--- src/rtl/div_seq_param.sv ---
// Sequential restoring divider, one quotient bit per clock, unsigned or signed per operation.
// Signed operands are divided as magnitudes and the signs are applied in FIX.
//
// state  | meaning
// S_IDLE | waiting for start, operands latched on acceptance
// S_CALC | one restoring iteration per cycle, WIDTH cycles
// S_FIX  | sign fix-up, flag resolution, result write, done pulse
module div_seq_param #(
  parameter int WIDTH = 16,
  parameter int CNTW  = $clog2(WIDTH + 1)
) (
  input  logic             clk,
  input  logic             rst,
  input  logic             start,
  input  logic             sgn,
  input  logic [WIDTH-1:0] a,
  input  logic [WIDTH-1:0] b,
  output logic             busy,
  output logic             done,
  output logic [WIDTH-1:0] y,
  output logic [WIDTH-1:0] remainder,
  output logic             dbz,
  output logic             ovf
);

  typedef enum logic [1:0] {S_IDLE, S_CALC, S_FIX} state_t;

  localparam logic [WIDTH-1:0] MIN = {1'b1, {(WIDTH-1){1'b0}}};

  state_t           state_q, state_d;
  logic [CNTW-1:0]  cnt_q, cnt_d;
  logic [WIDTH:0]   p_q, p_d;
  logic [WIDTH-1:0] dq_q, dq_d;
  logic [WIDTH-1:0] dvs_q, dvs_d;
  logic [WIDTH-1:0] a_q, a_d;
  logic             q_neg_q, q_neg_d;
  logic             r_neg_q, r_neg_d;
  logic             dbz_i_q, dbz_i_d;
  logic             ovf_i_q, ovf_i_d;
  logic             done_q, done_d;
  logic [WIDTH-1:0] y_q, y_d;
  logic [WIDTH-1:0] rem_q, rem_d;
  logic             dbz_q, dbz_d;
  logic             ovf_q, ovf_d;

  logic [WIDTH:0]   p_sh;
  logic [WIDTH:0]   p_sub;
  logic             qbit;
  logic [WIDTH-1:0] rem_mag;

  always_comb begin
    state_d = state_q;
    cnt_d   = cnt_q;
    p_d     = p_q;
    dq_d    = dq_q;
    dvs_d   = dvs_q;
    a_d     = a_q;
    q_neg_d = q_neg_q;
    r_neg_d = r_neg_q;
    dbz_i_d = dbz_i_q;
    ovf_i_d = ovf_i_q;
    done_d  = 1'b0;
    y_d     = y_q;
    rem_d   = rem_q;
    dbz_d   = dbz_q;
    ovf_d   = ovf_q;
    p_sh    = {p_q[WIDTH-1:0], dq_q[WIDTH-1]};
    p_sub   = p_sh - {1'b0, dvs_q};
    qbit    = (p_sh >= {1'b0, dvs_q});
    rem_mag = p_q[WIDTH-1:0];

    case (state_q)
      S_IDLE: begin
        if (start) begin
          a_d     = a;
          dq_d    = (sgn && a[WIDTH-1]) ? -a : a;
          dvs_d   = (sgn && b[WIDTH-1]) ? -b : b;
          q_neg_d = sgn && (a[WIDTH-1] ^ b[WIDTH-1]);
          r_neg_d = sgn && a[WIDTH-1];
          dbz_i_d = (b == '0);
          ovf_i_d = sgn && (a == MIN) && (b == '1);
          p_d     = '0;
          cnt_d   = CNTW'(WIDTH);
          state_d = S_CALC;
        end
      end
      S_CALC: begin
        // The dividend register doubles as the quotient register.
        p_d   = qbit ? p_sub : p_sh;
        dq_d  = {dq_q[WIDTH-2:0], qbit};
        cnt_d = cnt_q - 1'b1;
        if (cnt_q == CNTW'(1)) state_d = S_FIX;
      end
      S_FIX: begin
        done_d  = 1'b1;
        state_d = S_IDLE;
        if (dbz_i_q) begin
          y_d   = '1;
          rem_d = a_q;
          dbz_d = 1'b1;
          ovf_d = 1'b0;
        end else if (ovf_i_q) begin
          y_d   = MIN;
          rem_d = '0;
          dbz_d = 1'b0;
          ovf_d = 1'b1;
        end else begin
          y_d   = q_neg_q ? -dq_q : dq_q;
          rem_d = r_neg_q ? -rem_mag : rem_mag;
          dbz_d = 1'b0;
          ovf_d = 1'b0;
        end
      end
      default: state_d = S_IDLE;
    endcase
  end

  always_ff @(posedge clk or negedge rst) begin
    if (!rst) begin
      state_q <= S_IDLE;
      cnt_q   <= '0;
      p_q     <= '0;
      dq_q    <= '0;
      dvs_q   <= '0;
      a_q     <= '0;
      q_neg_q <= 1'b0;
      r_neg_q <= 1'b0;
      dbz_i_q <= 1'b0;
      ovf_i_q <= 1'b0;
      done_q  <= 1'b0;
      y_q     <= '0;
      rem_q   <= '0;
      dbz_q   <= 1'b0;
      ovf_q   <= 1'b0;
    end else begin
      state_q <= state_d;
      cnt_q   <= cnt_d;
      p_q     <= p_d;
      dq_q    <= dq_d;
      dvs_q   <= dvs_d;
      a_q     <= a_d;
      q_neg_q <= q_neg_d;
      r_neg_q <= r_neg_d;
      dbz_i_q <= dbz_i_d;
      ovf_i_q <= ovf_i_d;
      done_q  <= done_d;
      y_q     <= y_d;
      rem_q   <= rem_d;
      dbz_q   <= dbz_d;
      ovf_q   <= ovf_d;
    end
  end

  assign busy      = (state_q != S_IDLE);
  assign done      = done_q;
  assign y         = y_q;
  assign remainder = rem_q;
  assign dbz       = dbz_q;
  assign ovf       = ovf_q;

endmodule

--- config.mk ---
export PLATFORM = sky130hd
export DESIGN_NAME = div_seq_param
export DESIGN_NICKNAME = d
export VERILOG_FILES = /design/src/rtl/div_seq_param.sv
export SDC_FILE = /design/constraint.sdc
export NUM_CORES = 1
export LEC_CHECK = 0
export ABC_CLOCK_PERIOD_IN_PS = 7550
export CORE_ASPECT_RATIO = 1.4
export CORE_MARGIN = 1
export CORE_UTILIZATION = 62
export DETAILED_ROUTE_END_ITERATION = 10
export PLACE_DENSITY = 0.91
export SKIP_LAST_GASP = 1
export SLEW_MARGIN = 40
export SYNTH_ARGS = -nofsm -noshare
export SYNTH_HDL_FRONTEND = slang
export SYNTH_SLANG_ARGS = --single-unit
--- constraint.sdc ---
create_clock -name clk -period 7.55 [get_ports clk]
set_clock_uncertainty 0.05 [all_clocks]
set_input_delay 1.8875 -clock clk [delete_from_list [all_inputs] [get_ports clk]]
set_output_delay 1.8875 -clock clk [all_outputs]
set_load 0.05 [all_outputs]
# Word-level counts from Yosys, hierarchy flattened

Index checks and enable logic that the tools add are counted.

Flip-flop bits (word level): 110
Input bits: 36
Word-level logic and storage cells: 64
Output and inout bits: 36

Reductions and logical operators: 12
Bitwise gates (word level): 1
Add/sub/neg operators: 6
Equality and inequality tests: 7
$lt $le $gt $ge: 1
Multiplexer cells: 22

Operator list:

| cell                 | count |
|---|---|
| $mux 16              | 11 |
| $neg 16->16          | 4 |
| $pmux 16 s2          | 2 |
| $eq 16x16->1 const B | 2 |
| $ge 17x16->1         | 1 |
| $logic_not 16->1     | 1 |
| $sub 16x16->16       | 1 |
| $pmux 5 s2           | 1 |
| $reduce_and 2->1     | 3 |
| $eq 5x1->1 const B   | 1 |
| $logic_and 1x1->1    | 5 |
| $mux 5               | 1 |
| $sub 5x1->5 const B  | 1 |
| $mux 1               | 4 |
| $mux 2               | 2 |
| $ne 2x2->1 const B   | 2 |
| $pmux 2 s2           | 1 |
| $reduce_bool 2->1    | 2 |
| $eq 2x1->1 const B   | 1 |
| $eq 2x2->1 const B   | 1 |
| $logic_not 2->1      | 1 |
| $xor 1x1->1          | 1 |

# Logic depth before layout (Yosys ltp)

Depth after elaboration: 4
Gate-level depth with buffers: 11
Depth with buffers taken out: 11

# Worst setup path before layout

No wires, ideal clock.

Kind: input to register
Start point: in b[1]
End point: reg dvs_q[13]
Arrival time: 3.136 ns
Path buffers: 0
Slack: 4.231 ns
Data required time: 7.367 ns
Setup time: 0.133 ns
Stages: 6
Cells stage by stage: or4_1 -> nor4_2 -> nand2_1 -> o21ai_1 -> xor2_1 -> o21ai_0

Word-level cells in the longest chain between the ends: 2

RTL lines:

| element              | line | text |
|---|---|---|
| start, declared      | 17   | `input logic [WIDTH-1:0] b,` |
| $neg 16->16          | 77   | `dvs_d = (sgn && b[WIDTH-1]) ? -b : b;` |
| $mux 16              | 77   |  |
| end signal, assigned | 140  | `dvs_q <= dvs_d;` |
| end, declared        | 34   | `logic [WIDTH-1:0] dvs_q, dvs_d;` |

No other way between the ends.
A chain may end at the register's enable or synchronous reset.

# Final worst setup path

Start point: in a[8]
End point: reg dq_q[13]

Word-level cells in the longest chain between the ends: 4

RTL lines:

| element              | line | text |
|---|---|---|
| start, declared      | 16   | `input logic [WIDTH-1:0] a,` |
| $neg 16->16          | 76   | `dq_d = (sgn && a[WIDTH-1]) ? -a : a;` |
| $mux 16              | 76   |  |
| $mux 16              | 74   | `if (start) begin` |
| $pmux 16 s2          | 72   | `case (state_q)` |
| end signal, assigned | 139  | `dq_q <= dq_d;` |
| end, declared        | 33   | `logic [WIDTH-1:0] dq_q, dq_d;` |

No other way between the ends. The select of a mux whose other input is x is not followed.

==> tab_implementation.tex <==
\begin{tabular}{lr}
\hline
Metric & Value \\
\hline
\multicolumn{2}{l}{\textbf{Global route}} \\
Global-route wire length before repair & 29280 µm \\
Largest net degree at the start of global routing & 85 \\
Combined global-route utilization of all metal layers & 35.04\% \\
Number of antenna violations at the first check in global routing & 0 \\
Grt total ovfl & 0 \\
Via count of the first global-routing pass & between 5000 and 6000 \\
\multicolumn{2}{l}{\textbf{Worst setup path}} \\
Maximum single-stage delay on the critical path & roughly 0.49 ns \\
Crit path kind & in -> reg \\
Cells along the critical path & clkdlybuf4s50\_1 > nor3\_1 > nand2\_1 > nor3\_1 > nand2\_1 > o21bai\_1 > xor2\_1 > o21ai\_0 \\
Family of cells with the greatest summed delay on the critical path & simple AND/OR/NAND/NOR gates \\
Critical Path Start Type & input pin \\
Combined buffer and inverter count along the critical path & 1 \\
Maximum fanout along the worst path & 3 \\
Req. time, crit path & between 7 and 8 ns \\
Worst EP arrival & approximately 3.8 ns \\
Crit end category & register \\
Library cell contributing the largest single delay on the critical path & sky130\_fd\_sc\_hd\_\_clkdlybuf4s50\_1 \\
\multicolumn{2}{l}{\textbf{Drt}} \\
Vias after detailed routing & 6207 \\
Vias per Instance & $\sim$6.5 \\
Routed length per placed instance & 19.52 µm \\
Routed Antenna Nets & 0 \\
Post-detailed-routing wire length & around 19000 µm \\
Detailed router's first-iteration violation count & 714 \\
Number of iterations in the first detailed-routing pass & 6 \\
DRC violation count after routing & 0 \\
\multicolumn{2}{l}{\textbf{Timing}} \\
Worst hold-check slack & 0.4350 ns \\
Rel. slew slack & 47.15\% \\
Ratio of final minimum period to clock period & between 40\% and 50\% \\
RSZ-0062 raised after global routing & false \\
Measured slew at the worst slew-check pin & 0.7927 ns \\
Final critical path time including I/O delays and setup & 3.691 ns \\
Setup TNS & 0 ns \\
Hold violation total from the final report & 0 \\
Final number of setup-violating endpoints & 0 \\
Highest Clock Rate & 271.0 MHz \\
Max-slew violation count & 0 \\
\multicolumn{2}{l}{\textbf{CTS}} \\
Clock Latency Late Sink & 0.35 ns \\
Sink Count & between 100 and 150 \\
CTS tree & done \\
Resize count post-CTS & 0 \\
Clock Pin Slew Worst Setup and Hold Paths & 0.07 ns \\
Maximum buffer depth of the clock tree & 2 \\
Number of buffers created by CTS & 9 \\
Number of buffers inserted by post-CTS setup repair & 0 \\
Hold Buf Count CTS & 0 \\
Clock root buffer & sky130\_fd\_sc\_hd\_\_clkbuf\_16 \\
Clock H-tree levels & 3 \\
\multicolumn{2}{l}{\textbf{Synth}} \\
Mapped Cells & $\sim$760 \\
Predominant post-synthesis flop cell & sky130\_fd\_sc\_hd\_\_dfrtp\_1 \\
Post-Syn Area per Cell & 8.658 µm² \\
Sequential-to-total area share from yosys stat & 41.78\% \\
Number of distinct library cells after synthesis & 64 \\
Fraction of synthesis flops using an asynchronous set or reset pin & 100.0\% \\
YS warnings & 0 \\
Cell area after technology mapping & 6589 µm² \\
Number of register bits inferred by synthesis & 110 \\
Count of flip-flops with a built-in enable after synthesis & 0 \\
Total nets after synthesis & 821 \\
\multicolumn{2}{l}{\textbf{Cells and area}} \\
FF/Latch Area & 2753 µm² \\
Most frequent standard cell in the layout excluding fill and tap cells & sky130\_fd\_sc\_hd\_\_nand2\_1 \\
Count of antenna diodes in the layout & 0 \\
Net total in the final layout & between 800 and 900 \\
Proportion of layout cells with a drive suffix above 1 & 5.018\% \\
Top library cells by usage in the layout, fill and taps aside & 121 x sky130\_fd\_sc\_hd\_\_nand2\_1, 110 x sky130\_fd\_sc\_hd\_\_dfrtp\_1, 80 x sky130\_fd\_sc\_hd\_\_o21ai\_0 \\
Multi-input gate area & 3530 µm² \\
Utilization of the core after routing & approximately three quarters \\
Number of cells in the finished layout apart from fillers & 955 \\
Area growth from synthesis to layout & 16.37\% \\
Filler cell count in the final layout & between 700 and 800 \\
\multicolumn{2}{l}{\textbf{Place}} \\
RD Place Congestion & slightly below 0.9 \\
Count of input and output buffers & 71 \\
Cell Count Post-Placement & 939 \\
Post-detail-place hpwl & 13290 µm \\
\multicolumn{2}{l}{\textbf{Die}} \\
Placement Rows & 44 \\
Vertical die dimension & approximately 120 µm \\
Initial cell density of the core & between 60\% and 70\% \\
Top-level I/O count & 72 \\
Area of the core & 10350 µm² \\
Area of the die & 11050 µm² \\
Die width & 89.13 µm \\
\multicolumn{2}{l}{\textbf{Min path}} \\
HP Class & reg -> reg \\
\multicolumn{2}{l}{\textbf{Pwr}} \\
Leakage power & 3.346 nW \\
P per Cell Area & 484.9 nW/µm² \\
Total Power Consumption & 3.718 mW \\
Max rail drop VDD & 0.2434 mV \\
\multicolumn{2}{l}{\textbf{Job}} \\
Number of max-cap violations & 0 \\
\multicolumn{2}{l}{\textbf{Outcome}} \\
Status & completed \\
\hline
\end{tabular}
-- state kept, by name (all words and copies together), names as in the netlist --
register / count
a_q: 16
cnt_q: 5
dbz: 1
dbz_i_q: 1
done: 1
dq_q: 16
dvs_q: 16
ovf: 1
ovf_i_q: 1
p_q: 16
q_neg_q: 1
r_neg_q: 1
remainder: 16
state_q: 2
y: 16
-- layer usage --
metal  routed length [µm]  part of all wire (%)  track usage (%)  vias to the layer above
li1                     -                     -                -                     2758
met1                 6883                    37            42.78                     2932
met2                 8902                    48            55.49                      406
met3                 1497                   8.0            6.561                      111
met4                 1358                   7.3            24.40                        0
met5                    0                     0                0                        -
-- power breakdown --
group	internal, mW	switching (mW)	total, mW
clock network	0.269	0.224	0.493
registers	0.847	0.287	1.13
logic	0.843	1.25	2.09
-- metrics by stage --
step                instance area (µm²)  worst slack [ns]
floorplan                          6589             4.231
global placement                   7330             3.395
detailed placement                 7357             3.525
CTS                                7666             3.865
global route                       7667             3.629
finish                             7667             3.859
-- tightest hold or removal path: cells and delay by family, from the launching register on --
kind	cells	cell delay (ns)
simple gates	2	0.11
flops	1	0.34
-- final cells by class --
cell class              count  area share [%]
multi-input cells         578           46.03
flip-flops and latches    110           35.90
repair buffers             79           10.12
clock buffers              10           3.117
well taps                 138           2.252
inverters                  34           1.664
clock inverters             6          0.9138
-- cells in the mapped netlist (all sizes together) (3+ instances only) --
| cell type | instances | share of area, % |
|---|---|---|
| nand2 | 123 | 7.1 |
| dfrtp | 110 | 42 |
| o21ai | 88 | 6.7 |
| nor2 | 59 | 3.4 |
| xnor2 | 40 | 5.3 |
| nand3 | 38 | 2.9 |
| inv | 33 | 1.9 |
| clkbuf | 32 | 2.0 |
| a21oi | 30 | 2.3 |
| xor2 | 27 | 3.6 |
| ha | 23 | 4.4 |
| a22oi | 14 | 1.6 |
| o31ai | 13 | 1.7 |
| nor3 | 12 | 0.91 |
| a221oi | 11 | 1.6 |
| mux2i | 11 | 1.7 |
| nand4 | 8 | 0.85 |
| a31oi | 6 | 0.57 |
| and2 | 6 | 0.57 |
| buf | 6 | 0.70 |
| nor4 | 6 | 0.66 |
| o21a | 6 | 0.68 |
| o22a | 6 | 0.80 |
| nand2b | 5 | 0.47 |
| nor2b | 5 | 0.59 |
| a21o | 4 | 0.47 |
| and3 | 4 | 0.46 |
| or3 | 4 | 0.38 |
| o211ai | 3 | 0.34 |
| o41ai | 3 | 0.40 |
| or4 | 3 | 0.34 |
-- kinds of logic (layout without fill, tap and decap cells) --
kind of cell	after synthesis	count (layout)	synth area share (%)
XOR/XNOR	67	67	8.906
adder cells (fa/ha/maj)	24	24	4.672
AND/OR/NAND/NOR	281	281	19.56
buffers and inverters	73	129	4.785
AO/OA/AOI/OAI	194	194	18.46
multiplexers	12	12	1.842
flip-flops	110	110	41.78
-- worst paths after layout --
path / from / endpoint / slack, ns / cells past startpoint
max reg2reg: p_q[10] / p_q[12] / 4.79 / 9
min reg2reg: y[6] / y[6] / 0.44 / 2
max in group asynchronous: rst / a_q[12] / 4.99 / 2
min in group asynchronous: rst / y[12] / 1.42 / 1
max: a[8] / dq_q[13] / 3.86 / 8
min: y[6] / y[6] / 0.44 / 2
(Power assumes the default switching activity.)
